## config.mk

```make
export PLATFORM = sky130hd
export DESIGN_NAME = axis_video_out_flat
export DESIGN_NICKNAME = d
export VERILOG_FILES = /design/src/rtl/axis_video_out_pkg.sv /design/src/rtl/axi4s_if.sv /design/src/rtl/axis_video_out_fifo.sv /design/src/rtl/axis_video_out.sv /design/src/flat_wrapper.sv
export SDC_FILE = /design/constraint.sdc
export NUM_CORES = 1
export LEC_CHECK = 0
export ABC_AREA = 1
export CAP_MARGIN = 30
export CORE_ASPECT_RATIO = 1.25
export CORE_UTILIZATION = 65
export DETAILED_ROUTE_END_ITERATION = 12
export GPL_TIMING_DRIVEN = 0
export PLACE_DENSITY = 0.84
export SYNTH_ARGS = -nofsm -noshare
export SYNTH_HDL_FRONTEND = slang
export SYNTH_SLANG_ARGS = --single-unit
```

## constraint.sdc

```tcl
create_clock -name clk_i -period 3.5 [get_ports clk_i]
set_clock_uncertainty 0.1 [all_clocks]
set_input_delay 0.7 -clock clk_i [delete_from_list [all_inputs] [get_ports clk_i]]
set_output_delay 0.7 -clock clk_i [all_outputs]
set_load 0.005 [all_outputs]
```

## src/rtl/axis_video_out_pkg.sv

```systemverilog
// Shared types for the AXI4-Stream video output: raster timing record,
// the reference 1024x768@60 timing and the frame-alignment state encoding.
package axis_video_pkg;

    typedef struct packed {
        int h_active;
        int h_fp;
        int h_sync;
        int h_bp;
        int v_active;
        int v_fp;
        int v_sync;
        int v_bp;
    } vid_timing_t;

    localparam vid_timing_t TIMING_1024x768_60 = '{
        h_active: 32'd1024, h_fp: 32'd24, h_sync: 32'd136, h_bp: 32'd160,
        v_active: 32'd768,  v_fp: 32'd3,  v_sync: 32'd6,   v_bp: 32'd29
    };

    typedef enum logic [1:0] {
        RESYNC = 2'd0,
        WAIT   = 2'd1,
        RUN    = 2'd2
    } vout_state_e;

    function automatic int vid_h_total(input vid_timing_t t);
        return t.h_active + t.h_fp + t.h_sync + t.h_bp;
    endfunction

    function automatic int vid_v_total(input vid_timing_t t);
        return t.v_active + t.v_fp + t.v_sync + t.v_bp;
    endfunction

endpackage

```

## src/rtl/axi4s_if.sv

```systemverilog
// AXI4-Stream bundle with master/slave modports.
interface axi4s_if #(
    parameter int DATA_WIDTH = 16,
    parameter int USER_WIDTH = 1,
    parameter int ID_WIDTH   = 1,
    parameter int DEST_WIDTH = 1
);
    logic                      tvalid;
    logic                      tready;
    logic [DATA_WIDTH-1:0]     tdata;
    logic [DATA_WIDTH/8-1:0]   tkeep;
    logic [USER_WIDTH-1:0]     tuser;
    logic                      tlast;
    logic [ID_WIDTH-1:0]       tid;
    logic [DEST_WIDTH-1:0]     tdest;

    modport master (output tvalid, tdata, tkeep, tuser, tlast, tid, tdest, input tready);
    modport slave  (input tvalid, tdata, tkeep, tuser, tlast, tid, tdest, output tready);
endinterface

```

## src/rtl/axis_video_out_fifo.sv

```systemverilog
// Single-clock FIFO with first-word-fall-through head output; extra
// pointer bit distinguishes full from empty.
module axis_sync_fifo #(
    parameter int WIDTH = 18,
    parameter int DEPTH = 16
) (
    input  logic             clk_i,
    input  logic             rst_i,
    input  logic             push,
    input  logic             pop,
    input  logic [WIDTH-1:0] wr_data,
    output logic [WIDTH-1:0] head,
    output logic             full,
    output logic             empty
);
    localparam int AW = $clog2(DEPTH);

    logic [WIDTH-1:0] mem_r [DEPTH];
    logic [AW:0]      wr_ptr_r;
    logic [AW:0]      rd_ptr_r;

    assign empty = (wr_ptr_r == rd_ptr_r);
    assign full  = (wr_ptr_r[AW] != rd_ptr_r[AW]) && (wr_ptr_r[AW-1:0] == rd_ptr_r[AW-1:0]);
    assign head  = mem_r[rd_ptr_r[AW-1:0]];

    // Pointer update; reset empties the FIFO immediately
    always_ff @(posedge clk_i) begin
        if (rst_i) begin
            wr_ptr_r <= {(AW+1){1'b0}};
            rd_ptr_r <= {(AW+1){1'b0}};
        end else begin
            if (push && !full) wr_ptr_r <= wr_ptr_r + 1'b1;
            if (pop && !empty) rd_ptr_r <= rd_ptr_r + 1'b1;
        end
    end

    // Storage write
    always_ff @(posedge clk_i) begin
        if (push && !full) mem_r[wr_ptr_r[AW-1:0]] <= wr_data;
    end
endmodule

```

## src/rtl/axis_video_out.sv

```systemverilog
// AXI4-Stream to VGA-style raster output with frame-alignment FSM.
// Optional AXIS_VIDEO_OUT_STATS_EN adds frame/error counters.
module axis_video_out
    import axis_video_pkg::*;
#(
    parameter int H_ACTIVE   = TIMING_1024x768_60.h_active,
    parameter int H_FP       = TIMING_1024x768_60.h_fp,
    parameter int H_SYNC     = TIMING_1024x768_60.h_sync,
    parameter int H_BP       = TIMING_1024x768_60.h_bp,
    parameter int V_ACTIVE   = TIMING_1024x768_60.v_active,
    parameter int V_FP       = TIMING_1024x768_60.v_fp,
    parameter int V_SYNC     = TIMING_1024x768_60.v_sync,
    parameter int V_BP       = TIMING_1024x768_60.v_bp,
    parameter bit HS_POL     = 1'b0,
    parameter bit VS_POL     = 1'b0,
    parameter int DATA_WIDTH = 16,
    parameter int FIFO_DEPTH = 16
) (
    input  logic                  clk_i,
    input  logic                  rst_i,
    axi4s_if.slave                s_axis,
    output logic [DATA_WIDTH-1:0] rgb_o,
    output logic                  hs_o,
    output logic                  vs_o,
    output logic                  de_o,
    output logic                  locked_o,
    output logic                  underflow_o,
    output logic                  sync_err_o
`ifdef AXIS_VIDEO_OUT_STATS_EN
    ,
    output logic [15:0]           frame_cnt_o,
    output logic [15:0]           err_cnt_o
`endif
);
    localparam int H_TOTAL = H_ACTIVE + H_FP + H_SYNC + H_BP;
    localparam int V_TOTAL = V_ACTIVE + V_FP + V_SYNC + V_BP;
    localparam int HW = $clog2(H_TOTAL);
    localparam int VW = $clog2(V_TOTAL);
    localparam int EW = DATA_WIDTH + 2;

    localparam logic [HW-1:0] H_ACT_END  = HW'(H_ACTIVE);
    localparam logic [HW-1:0] H_ACT_LAST = HW'(H_ACTIVE - 1);
    localparam logic [HW-1:0] H_SYNC_BEG = HW'(H_ACTIVE + H_FP);
    localparam logic [HW-1:0] H_SYNC_END = HW'(H_ACTIVE + H_FP + H_SYNC);
    localparam logic [HW-1:0] H_LAST     = HW'(H_TOTAL - 1);
    localparam logic [VW-1:0] V_ACT_END  = VW'(V_ACTIVE);
    localparam logic [VW-1:0] V_ACT_LAST = VW'(V_ACTIVE - 1);
    localparam logic [VW-1:0] V_SYNC_BEG = VW'(V_ACTIVE + V_FP);
    localparam logic [VW-1:0] V_SYNC_END = VW'(V_ACTIVE + V_FP + V_SYNC);
    localparam logic [VW-1:0] V_LAST     = VW'(V_TOTAL - 1);

    logic [HW-1:0]         h_cnt_r;
    logic [VW-1:0]         v_cnt_r;
    vout_state_e           state_r;
    logic                  fifo_full_s;
    logic                  fifo_empty_s;
    logic                  fifo_push_s;
    logic                  fifo_pop_s;
    logic [EW-1:0]         fifo_din_s;
    logic [EW-1:0]         fifo_head_s;
    logic [DATA_WIDTH-1:0] head_data_s;
    logic                  head_user_s;
    logic                  head_last_s;
    logic                  active_s;
    logic                  hsync_s;
    logic                  vsync_s;
    logic                  origin_s;
    logic                  last_pos_s;
    logic                  frame_end_s;
    logic                  run_active_s;
    logic                  run_pix_s;
    logic                  pix_err_s;
    logic                  underflow_s;
    logic                  sync_err_s;

    assign fifo_din_s  = {s_axis.tlast, s_axis.tuser[0], s_axis.tdata[DATA_WIDTH-1:0]};
    assign fifo_push_s = s_axis.tvalid && !fifo_full_s;
    assign s_axis.tready = !fifo_full_s;
    assign {head_last_s, head_user_s, head_data_s} = fifo_head_s;

    axis_sync_fifo #(
        .WIDTH (EW),
        .DEPTH (FIFO_DEPTH)
    ) u_fifo (
        .clk_i   (clk_i),
        .rst_i   (rst_i),
        .push    (fifo_push_s),
        .pop     (fifo_pop_s),
        .wr_data (fifo_din_s),
        .head    (fifo_head_s),
        .full    (fifo_full_s),
        .empty   (fifo_empty_s)
    );

    assign active_s     = (h_cnt_r < H_ACT_END) && (v_cnt_r < V_ACT_END);
    assign hsync_s      = (h_cnt_r >= H_SYNC_BEG) && (h_cnt_r < H_SYNC_END);
    assign vsync_s      = (v_cnt_r >= V_SYNC_BEG) && (v_cnt_r < V_SYNC_END);
    assign origin_s     = (h_cnt_r == HW'(0)) && (v_cnt_r == VW'(0));
    assign last_pos_s   = (h_cnt_r == H_ACT_LAST) && (v_cnt_r == V_ACT_LAST);
    assign frame_end_s  = (h_cnt_r == H_LAST) && (v_cnt_r == V_LAST);
    assign run_active_s = (state_r == RUN) && active_s;
    assign run_pix_s    = run_active_s && !fifo_empty_s;
    // Pixel disagrees with the raster: stray SOF, or TLAST not exactly at the final pixel
    assign pix_err_s    = (head_user_s && !origin_s) || (head_last_s != last_pos_s);
    assign underflow_s  = run_active_s && fifo_empty_s;
    assign sync_err_s   = run_pix_s && pix_err_s;

    // Pop decision per alignment state
    always_comb begin
        fifo_pop_s = 1'b0;
        case (state_r)
            RESYNC:  fifo_pop_s = !fifo_empty_s && !head_user_s;
            WAIT:    fifo_pop_s = 1'b0;
            RUN:     fifo_pop_s = run_pix_s;
            default: fifo_pop_s = 1'b0;
        endcase
    end

    // Free-running raster counters
    always_ff @(posedge clk_i) begin
        if (rst_i) begin
            h_cnt_r <= HW'(0);
            v_cnt_r <= VW'(0);
        end else if (h_cnt_r == H_LAST) begin
            h_cnt_r <= HW'(0);
            v_cnt_r <= (v_cnt_r == V_LAST) ? VW'(0) : v_cnt_r + 1'b1;
        end else begin
            h_cnt_r <= h_cnt_r + 1'b1;
        end
    end

    // Alignment FSM and registered display outputs
    always_ff @(posedge clk_i) begin
        if (rst_i) begin
            state_r     <= RESYNC;
            rgb_o       <= {DATA_WIDTH{1'b0}};
            de_o        <= 1'b0;
            hs_o        <= ~HS_POL;
            vs_o        <= ~VS_POL;
            locked_o    <= 1'b0;
            underflow_o <= 1'b0;
            sync_err_o  <= 1'b0;
        end else begin
            rgb_o       <= run_pix_s ? head_data_s : {DATA_WIDTH{1'b0}};
            de_o        <= active_s;
            hs_o        <= hsync_s ? HS_POL : ~HS_POL;
            vs_o        <= vsync_s ? VS_POL : ~VS_POL;
            locked_o    <= (state_r == RUN);
            underflow_o <= underflow_s;
            sync_err_o  <= sync_err_s;
            case (state_r)
                RESYNC:  state_r <= (!fifo_empty_s && head_user_s) ? WAIT : RESYNC;
                WAIT:    state_r <= frame_end_s ? RUN : WAIT;
                RUN:     state_r <= (underflow_s || sync_err_s) ? RESYNC : RUN;
                default: state_r <= RESYNC;
            endcase
        end
    end

`ifdef AXIS_VIDEO_OUT_STATS_EN
    // Completed-frame and saturating error counters
    always_ff @(posedge clk_i) begin
        if (rst_i) begin
            frame_cnt_o <= 16'd0;
            err_cnt_o   <= 16'd0;
        end else begin
            if (run_pix_s && last_pos_s && !pix_err_s) frame_cnt_o <= frame_cnt_o + 16'd1;
            if ((underflow_s || sync_err_s) && (err_cnt_o != 16'hFFFF)) err_cnt_o <= err_cnt_o + 16'd1;
        end
    end
`endif
endmodule

```

## src/flat_wrapper.sv

```systemverilog
// flat-port wrapper written by rule: the top's interface ports become plain ports
module axis_video_out_flat import axis_video_pkg::*;
#(
    parameter int H_ACTIVE   = TIMING_1024x768_60.h_active,
    parameter int H_FP       = TIMING_1024x768_60.h_fp,
    parameter int H_SYNC     = TIMING_1024x768_60.h_sync,
    parameter int H_BP       = TIMING_1024x768_60.h_bp,
    parameter int V_ACTIVE   = TIMING_1024x768_60.v_active,
    parameter int V_FP       = TIMING_1024x768_60.v_fp,
    parameter int V_SYNC     = TIMING_1024x768_60.v_sync,
    parameter int V_BP       = TIMING_1024x768_60.v_bp,
    parameter bit HS_POL     = 1'b0,
    parameter bit VS_POL     = 1'b0,
    parameter int DATA_WIDTH = 16,
    parameter int FIFO_DEPTH = 16
)
  (clk_i, rst_i, rgb_o, hs_o, vs_o, de_o, locked_o, underflow_o, sync_err_o, s_axis_tvalid, s_axis_tdata, s_axis_tkeep, s_axis_tuser, s_axis_tlast, s_axis_tid, s_axis_tdest, s_axis_tready);
  axi4s_if #(.DATA_WIDTH(DATA_WIDTH)) s_axis_i ();
  input  logic clk_i;
  input  logic rst_i;
  output logic [DATA_WIDTH-1:0] rgb_o;
  output logic hs_o;
  output logic vs_o;
  output logic de_o;
  output logic locked_o;
  output logic underflow_o;
  output logic sync_err_o;
  input wire logic [$bits(s_axis_i.tvalid)-1:0] s_axis_tvalid;
  input wire logic [$bits(s_axis_i.tdata)-1:0] s_axis_tdata;
  input wire logic [$bits(s_axis_i.tkeep)-1:0] s_axis_tkeep;
  input wire logic [$bits(s_axis_i.tuser)-1:0] s_axis_tuser;
  input wire logic [$bits(s_axis_i.tlast)-1:0] s_axis_tlast;
  input wire logic [$bits(s_axis_i.tid)-1:0] s_axis_tid;
  input wire logic [$bits(s_axis_i.tdest)-1:0] s_axis_tdest;
  output wire logic [$bits(s_axis_i.tready)-1:0] s_axis_tready;
  assign s_axis_i.tvalid = s_axis_tvalid;
  assign s_axis_i.tdata = s_axis_tdata;
  assign s_axis_i.tkeep = s_axis_tkeep;
  assign s_axis_i.tuser = s_axis_tuser;
  assign s_axis_i.tlast = s_axis_tlast;
  assign s_axis_i.tid = s_axis_tid;
  assign s_axis_i.tdest = s_axis_tdest;
  assign s_axis_tready = s_axis_i.tready;
  axis_video_out #(.H_ACTIVE(H_ACTIVE), .H_FP(H_FP), .H_SYNC(H_SYNC), .H_BP(H_BP), .V_ACTIVE(V_ACTIVE), .V_FP(V_FP), .V_SYNC(V_SYNC), .V_BP(V_BP), .HS_POL(HS_POL), .VS_POL(VS_POL), .DATA_WIDTH(DATA_WIDTH), .FIFO_DEPTH(FIFO_DEPTH)) u_core (.clk_i(clk_i), .rst_i(rst_i), .s_axis(s_axis_i), .rgb_o(rgb_o), .hs_o(hs_o), .vs_o(vs_o), .de_o(de_o), .locked_o(locked_o), .underflow_o(underflow_o), .sync_err_o(sync_err_o));
endmodule
```

==> metrics.md, run 1 <==
| Metric | Value |
|---|---|
| DRT Wirelength | 32900 um |
| Die height | 164 um |
| PD cells | approximately 680 mW/mm^2 |
| Worst Path Buf+Inv | 1 |
| Setup bufs post-CTS | 0 |
| Final Cycle Share | 0.762 |
| Hold_buf cts | 0 |
| Largest cells by area after synthesis | edfxtp_1, dfxtp_1, o21ai_0, nor2_1, nand2_1 |
| Simple-Gate Fraction of Synth Area | 0.117 |
| Overflow after GRT | 0 |
| Internal power | 7290 uW |
| Synth Register Bits | 347 |
| Most common flop cell mapped by yosys | edfxtp_1 |
| Drt wl/cell | around 21 um |
| Clk Latency, worst-skew pair | about 0.55 ns |
| R2r endpoint | u_core.rgb_o[10]$_SDFF_PP0_ |
| RSZ-0062 raised after global routing | no |
| Main combinational cell family by area after synthesis | simple AND/OR/NAND/NOR gates |
| First-pass GRT wire length | 49800 um |
| Req. time, crit path | roughly 2.7 ns |
| Post-synth top cells | edfxtp_1, nor2_1, o21ai_0, nand2_1, dfxtp_1 |
| Antenna cell count | 0 |
| Worst Setup EP | s_axis_tready |
| Cell row count | between 50 and 60 |
| Combinational Power Share | 0.245 |
| Net Sw Frac | 0.319 |
| Critical Path Start | u_core.u_fifo.wr_ptr_r[3]$_SDFFE_PP0P_ |
| Worst path depth | 4 |
| Slowest stage cell on the critical path | clkdlybuf4s50_1 |
| Dpl hpwl | 21000 um |
| Worst-Margin Slew | 0.754 ns |
| Worst hold path stage count | 1 |
| Nets@finish | approximately 1300 |
| Die footprint | about 0.022 mm^2 |
| EDFF count, synth | approximately 290 |
| Pre-CTS WS | ~0.72 ns |
| Power Total | ~11000 uW |
| Vias | 9682 |
| Drc violations | 0 |
| Synth Area in Compound Gates | 0.112 |
| Total Routing Usage GR | 0.306 |
| Post-placement cell count | between 1000 and 1500 |
| Final Cell Area | 0.0159 mm^2 |
| Vias per cell | between 6 and 7 |
| Iteration-0 DRC Markers | 1323 |
| Status | complete, no violations |
| CP Max Fanout | 5 |
| Layout cell share with drive strength beyond 1 | 0.0875 |
| Share of the synthesized area in the top cell type | 0.631 |
| Slew HR | 0.497 |
| IO buf count | 42 |
| Core Area | between 0.02 and 0.025 mm^2 |
| Async SR Flop Fraction | 0 |
| Initial Util | 0.661 |
| Post-synthesis mux area share | 0 |
| Crit path launch type | flop |
| TritonCTS clock tree | yes |
| Cells resized by post-CTS repair | 0 |
| Cells after Synth | 1153 |
| Reg power frac | 0.428 |
| Clock power share | 0.327 |
| Setup crit end kind | output port |
| Placed cell area | between 0.01 and 0.015 mm^2 |
| Final min period | 2.67 ns |
| I/O pin total | 48 |
| Syn avg cell area | 11.9 um^2 |
| Clock sink total | ~350 |
| R2r worst-path depth | 8 |
| Final hold violations | 0 |
| Clock Tree Buf Depth | 3 |
| Fmax | 0.375 GHz |
| Yosys warnings | 0 |
| Die Wd | roughly 130 um |
| Router iterations before antenna repair | 6 |
| Crit Path Class | flop to output port |
| Most common cell in the netlist | edfxtp_1 |
| Post-synthesis xor/xnor area fraction | 0.00895 |
| Net Count, Synth | 1189 |
| WP data arrival | ~1.9 ns |
| Max IR drop VDD | 0.547 mV |
| Worst Hold Class | flop to flop |
| CTS buffer count | 31 |
| Clock Tree Root | clkbuf_16 |
| Final cell count without fillers | roughly 1500 |
| Slowest stage delay, CP | ~0.51 ns |
| Setup WS post-layout | approximately 0.83 ns |
| Dominant cell type by area after synthesis | edfxtp_1 |
| Pleak | about 0.0054 uW |
| Area grow syn2layout | 15.7% |
| Reg2reg setup slack | between 0.9 and 1 ns |
| Setup Viol. Count Final | 0 |
| Mapped cell area | around 0.014 mm^2 |
| Max Cap Violations | 0 |
| Crit path max-delay family | buffers and inverters |
| RePlAce Congestion | roughly 0.88 |
| Fin. max-slew vios | 0 |
| Synth Area in Adders | 0.0100 |
| Clock input transition at the sequential cells of the worst setup and hold paths | about 0.060 ns |
| Seq/Total Area, Yosys | 0.717 |
| Fin util | 0.764 |
| Largest net degree at the start of global routing | 17 |
| Yosys cell types | 36 |
| Sw Pwr | roughly 3400 uW |
| Post-route ant nets | 0 |
| Initial antenna violation count | 0 |
| CP cell instances | xor2_1 -> nor2_1 -> nand3_1 -> clkdlybuf4s50_1 |
| Vias in the first global route | roughly 9400 |
| Htree depth | 1 |
[state kept, by name, summed over array words and instances (netlist names), 2 cells and up, named ones only]
register and cells:
u_core.v_cnt_r 10, u_core.u_fifo.mem_r 288, u_core.u_fifo.rd_ptr_r 5, u_core.rgb_o 16, u_core.h_cnt_r 11, u_core.u_fifo.wr_ptr_r 5, u_core.state_r 2
[layout make-up]
class | count | area, um^2
Clock inverter | 21 | 236
Tap cell | 274 | 343
Buffer | 59 | 253
Sequential cell | 347 | 9830
Multi-Input combinational cell | 688 | 3440
Inverter | 59 | 221
Clock buffer | 36 | 835
Fill cell | 1182 | 4890
Timing Repair Buffer | 58 | 698
[how the worst min path moves through the flow]
stage          slack, ns                              startpoint                                      to
6_report            0.37  u_core.u_fifo.wr_ptr_r[4]$_SDFFE_PP0P_  u_core.u_fifo.wr_ptr_r[4]$_SDFFE_PP0P_
5_1_grt             0.38  u_core.u_fifo.wr_ptr_r[4]$_SDFFE_PP0P_  u_core.u_fifo.wr_ptr_r[4]$_SDFFE_PP0P_
4_1_cts             0.37  u_core.u_fifo.wr_ptr_r[4]$_SDFFE_PP0P_  u_core.u_fifo.wr_ptr_r[4]$_SDFFE_PP0P_
3_5_place_dp        0.36  u_core.u_fifo.wr_ptr_r[4]$_SDFFE_PP0P_  u_core.u_fifo.wr_ptr_r[4]$_SDFFE_PP0P_
3_3_place_gp        0.34            u_core.h_cnt_r[0]$_SDFF_PP0_            u_core.h_cnt_r[0]$_SDFF_PP0_
2_1_floorplan       0.33            u_core.h_cnt_r[0]$_SDFF_PP0_            u_core.h_cnt_r[0]$_SDFF_PP0_
[power groups by stage]
| stage | sequential [uW] | combinational, uW | clock [uW] |
|---|---|---|---|
| 2_1_floorplan | 4670 | 1630 | 0 |
| 3_3_place_gp | 4670 | 2380 | 0 |
| 3_5_place_dp | 4680 | 2470 | 0 |
| 4_1_cts | 4590 | 2530 | 3480 |
| 5_1_grt | 4590 | 2780 | 3660 |
| 6_report | 4590 | 2620 | 3500 |
[metrics by stage]
| stage | hold WS (ns) | TNS (ns) |
|---|---|---|
| final | 0.365 | 0 |
| after global routing | 0.376 | 0 |
| after CTS | 0.368 | 0 |
| after detailed placement | 0.360 | 0 |
| after global placement | 0.342 | -8.68 |
| after floorplan | 0.330 | 0 |
[worst reg2reg max path, delay by kind of cell, from the launching register on]
family	cells	cell delay, ns
AO/OA/AOI/OAI	3	0.57
buffers and inverters	4	1.31
flip-flops	1	0.31
AND/OR/NAND/NOR	1	0.14
[cells in the final DEF, fill, tap and decap left out, types with 13 or more instances in the layout]
| master | synthesis | routed |
|---|---|---|
| a21oi_1 | 29 | 29 |
| buf_8 | 0 | 13 |
| clkbuf_1 | 42 | 43 |
| clkbuf_16 | 0 | 31 |
| clkdlybuf4s50_1 | 0 | 42 |
| dfxtp_1 | 59 | 59 |
| edfxtp_1 | 288 | 288 |
| inv_1 | 55 | 55 |
| nand2_1 | 139 | 139 |
| nand3_1 | 41 | 41 |
| nor2_1 | 185 | 169 |
| nor2_2 | 2 | 18 |
| o21ai_0 | 161 | 161 |
| o221ai_1 | 28 | 28 |
| o22ai_1 | 36 | 36 |
[layer usage]
layer / track usage / share of wire
met2: 0.545 / 0.51
met1: 0.364 / 0.34
met4: 0.160 / 0.042
met5: 0 / 0
met3: 0.0420 / 0.11
[cells by family (layout without fill, tap and decap cells)]
kind of cell,after synthesis,after routing
AOI/OAI and AO/OA,273,273
xor gates and xnor gates,14,14
adders and majority gates,11,11
buffers and inverters,118,233
DFF,347,347
and+or+nand+nor,390,390
(Power assumes the default switching activity.)
==> inputs of run 2 (changes only) <==
--- a/config.mk
+++ b/config.mk
@@ -8,10 +8,10 @@
 export ABC_AREA = 1
 export CAP_MARGIN = 30
 export CORE_ASPECT_RATIO = 1.25
-export CORE_UTILIZATION = 65
+export CORE_UTILIZATION = 61
 export DETAILED_ROUTE_END_ITERATION = 12
 export GPL_TIMING_DRIVEN = 0
-export PLACE_DENSITY = 0.84
+export PLACE_DENSITY = 0.8
 export SYNTH_ARGS = -nofsm -noshare
 export SYNTH_HDL_FRONTEND = slang
 export SYNTH_SLANG_ARGS = --single-unit
==> constraint.sdc (replaced) <==
create_clock -name clk_i -period 2.5 [get_ports clk_i]
set_clock_uncertainty 0.1 [all_clocks]
set_input_delay 0.5 -clock clk_i [delete_from_list [all_inputs] [get_ports clk_i]]
set_output_delay 0.5 -clock clk_i [all_outputs]
set_load 0.005 [all_outputs]
==> metrics.md, run 2 (synthesis results as in run 1) <==
| Metric | Value |
|---|---|
| Slowest stage cell on the critical path | nor2_2 |
| Setup WS post-layout | roughly 0.054 ns |
| Vias per cell | roughly 6.3 |
| I/O pin total | 48 |
| Die Wd | about 140 um |
| Cell row count | 60 |
| Status | complete, no violations |
| Iteration-0 DRC Markers | 1260 |
| Dpl hpwl | 21600 um |
| Post-route setup TNS | 0 ns |
| Slowest stage delay, CP | about 0.47 ns |
| Die height | 170 um |
| Die footprint | 0.0231 mm^2 |
| Final hold violations | 0 |
| Register area | just under 0.01 mm^2 |
| Drt wl/cell | 22.0 um |
| Setup Viol. Count Final | 0 |
| Commonest non-fill, non-tap cell in the layout | edfxtp_1 |
| Worst-Margin Slew | 0.730 ns |
| Total Routing Usage GR | 0.303 |
| Initial Util | 0.629 |
| First-pass GRT wire length | 51500 um |
| CP Max Fanout | 13 |
| Hold_buf cts | 0 |
| Filler cell count | 1368 |
| Pre-CTS WS | -0.175 ns |
| Power Total | 15100 uW |
| RePlAce Congestion | roughly 0.86 |
| PD cells | ~950 mW/mm^2 |
| Antenna cell count | 0 |
| Max IR drop VDD | approximately 0.75 mV |
| Fin. max-slew vios | 0 |
| Vias in the first global route | between 9000 and 10000 |
| Pleak | 0.00542 uW |
| Largest net degree at the start of global routing | 17 |
| Max Cap Violations | 0 |
| Crit Path Class | flop to flop |
| Commonest cells after routing, fill and taps aside | edfxtp_1, nor2_1, o21ai_0, nand2_1 |
| Core Area | approximately 0.022 mm^2 |
| Final Cell Area | about 0.016 mm^2 |
| WP data arrival | approximately 2.6 ns |
| IO buf count | 42 |
| DRT Wirelength | between 30000 and 40000 um |
| TritonCTS clock tree | yes |
| CTS buffer count | 35 |
| RSZ-0062 raised after global routing | yes |
| Crit path launch type | flop |
| Max reg flops | 288 |
| Multi-input gate area | about 0.0035 mm^2 |
| Post-route ant nets | 0 |
| Initial antenna violation count | 0 |
| Req. time, crit path | 2.61 ns |
| Nets@finish | 1283 |
| Fmax | just over 0.4 GHz |
| Clock input transition at the sequential cells of the worst setup and hold paths | ~0.060 ns |
| Setup crit end kind | flop |
| CP cell instances | xor2_1 -> nor2_2 -> nand3_1 -> nand2_1 -> inv_1 -> nand2_1 -> nor2_2 -> buf_8 |
| Htree depth | 2 |
| Final Cycle Share | 0.979 |
| Area grow syn2layout | 16.3% |
| Final min period | roughly 2.4 ns |
| Clock sink total | 347 |
| Worst Hold Class | flop to flop |
| Overflow after GRT | 0 |
| Vias | slightly below 10000 |
| Layout cell share with drive strength beyond 1 | 0.0967 |
| Clock Tree Root | clkbuf_16 |
| Clock Tree Buf Depth | 3 |
| Router iterations before antenna repair | 8 |
| Slew HR | 0.512 |
| Clk Latency, worst-skew pair | between 0.5 and 0.6 ns |
| Placed cell area | between 0.01 and 0.015 mm^2 |
| Drc violations | 0 |
run 2: cell type report:
class,instances,area share
Timing Repair Buffer,58,0.0420
Tap cell,279,0.0219
Clock buffer,48,0.0626
Sequential cell,347,0.617
Inverter,59,0.0141
Buffer,58,0.0161
Multi-Input combinational cell,688,0.220
Clock inverter,14,0.00659
run 2: worst paths after layout:
check / startpoint / endpoint / cells past startpoint / slack, ns
max reg2reg: u_core.u_fifo.wr_ptr_r[3]$_SDFFE_PP0P_ / u_core.u_fifo.mem_r[4][14]$_DFFE_PP_ / 8 / 0.05
min reg2reg: u_core.u_fifo.wr_ptr_r[4]$_SDFFE_PP0P_ / u_core.u_fifo.wr_ptr_r[4]$_SDFFE_PP0P_ / 1 / 0.37
max: u_core.u_fifo.wr_ptr_r[3]$_SDFFE_PP0P_ / u_core.u_fifo.mem_r[4][14]$_DFFE_PP_ / 8 / 0.05
min: u_core.u_fifo.wr_ptr_r[4]$_SDFFE_PP0P_ / u_core.u_fifo.wr_ptr_r[4]$_SDFFE_PP0P_ / 1 / 0.37
run 2: timing repair:
item / CTS / global route
gates cloned: 0 / 0
setup buffers: 0 / 0
endpoints found under the setup margin: 55 / 139
pin swaps: 0 / 0
resized for setup: 6 / 24
run 2: power breakdown:
group          leakage, uW  switching, uW  internal, uW
logic              0.00180           2620          1030
registers          0.00308           58.0          6370
clock network     0.000541           2080          2910
run 2: layer usage:
| metal | global-route usage | up-vias | wire (um) |
|---|---|---|---|
| met3 | 0.0487 | 120 | 3140 |
| met2 | 0.526 | 629 | 17300 |
| met4 | 0.140 | 0 | 1350 |
| met5 | 0 | - | 0 |
| met1 | 0.368 | 4646 | 12300 |
| li1 | - | 4316 | - |
run 2: critical path: cells and delay by family, from the launching register on:
family | cells | cell delay [ns]
xor+xnor | 1 | 0.21
buf+inv | 2 | 0.41
flops | 1 | 0.41
simple gates | 5 | 0.99
run 2: through the flow:
stage	cells	hold slack, ns	util
floorplan	1153	0.330	-
global placement	1474	0.341	0.665
detailed placement	1490	0.363	0.678
CTS	1552	0.371	0.730
global route	1551	0.384	0.732
finish	1551	0.368	0.732
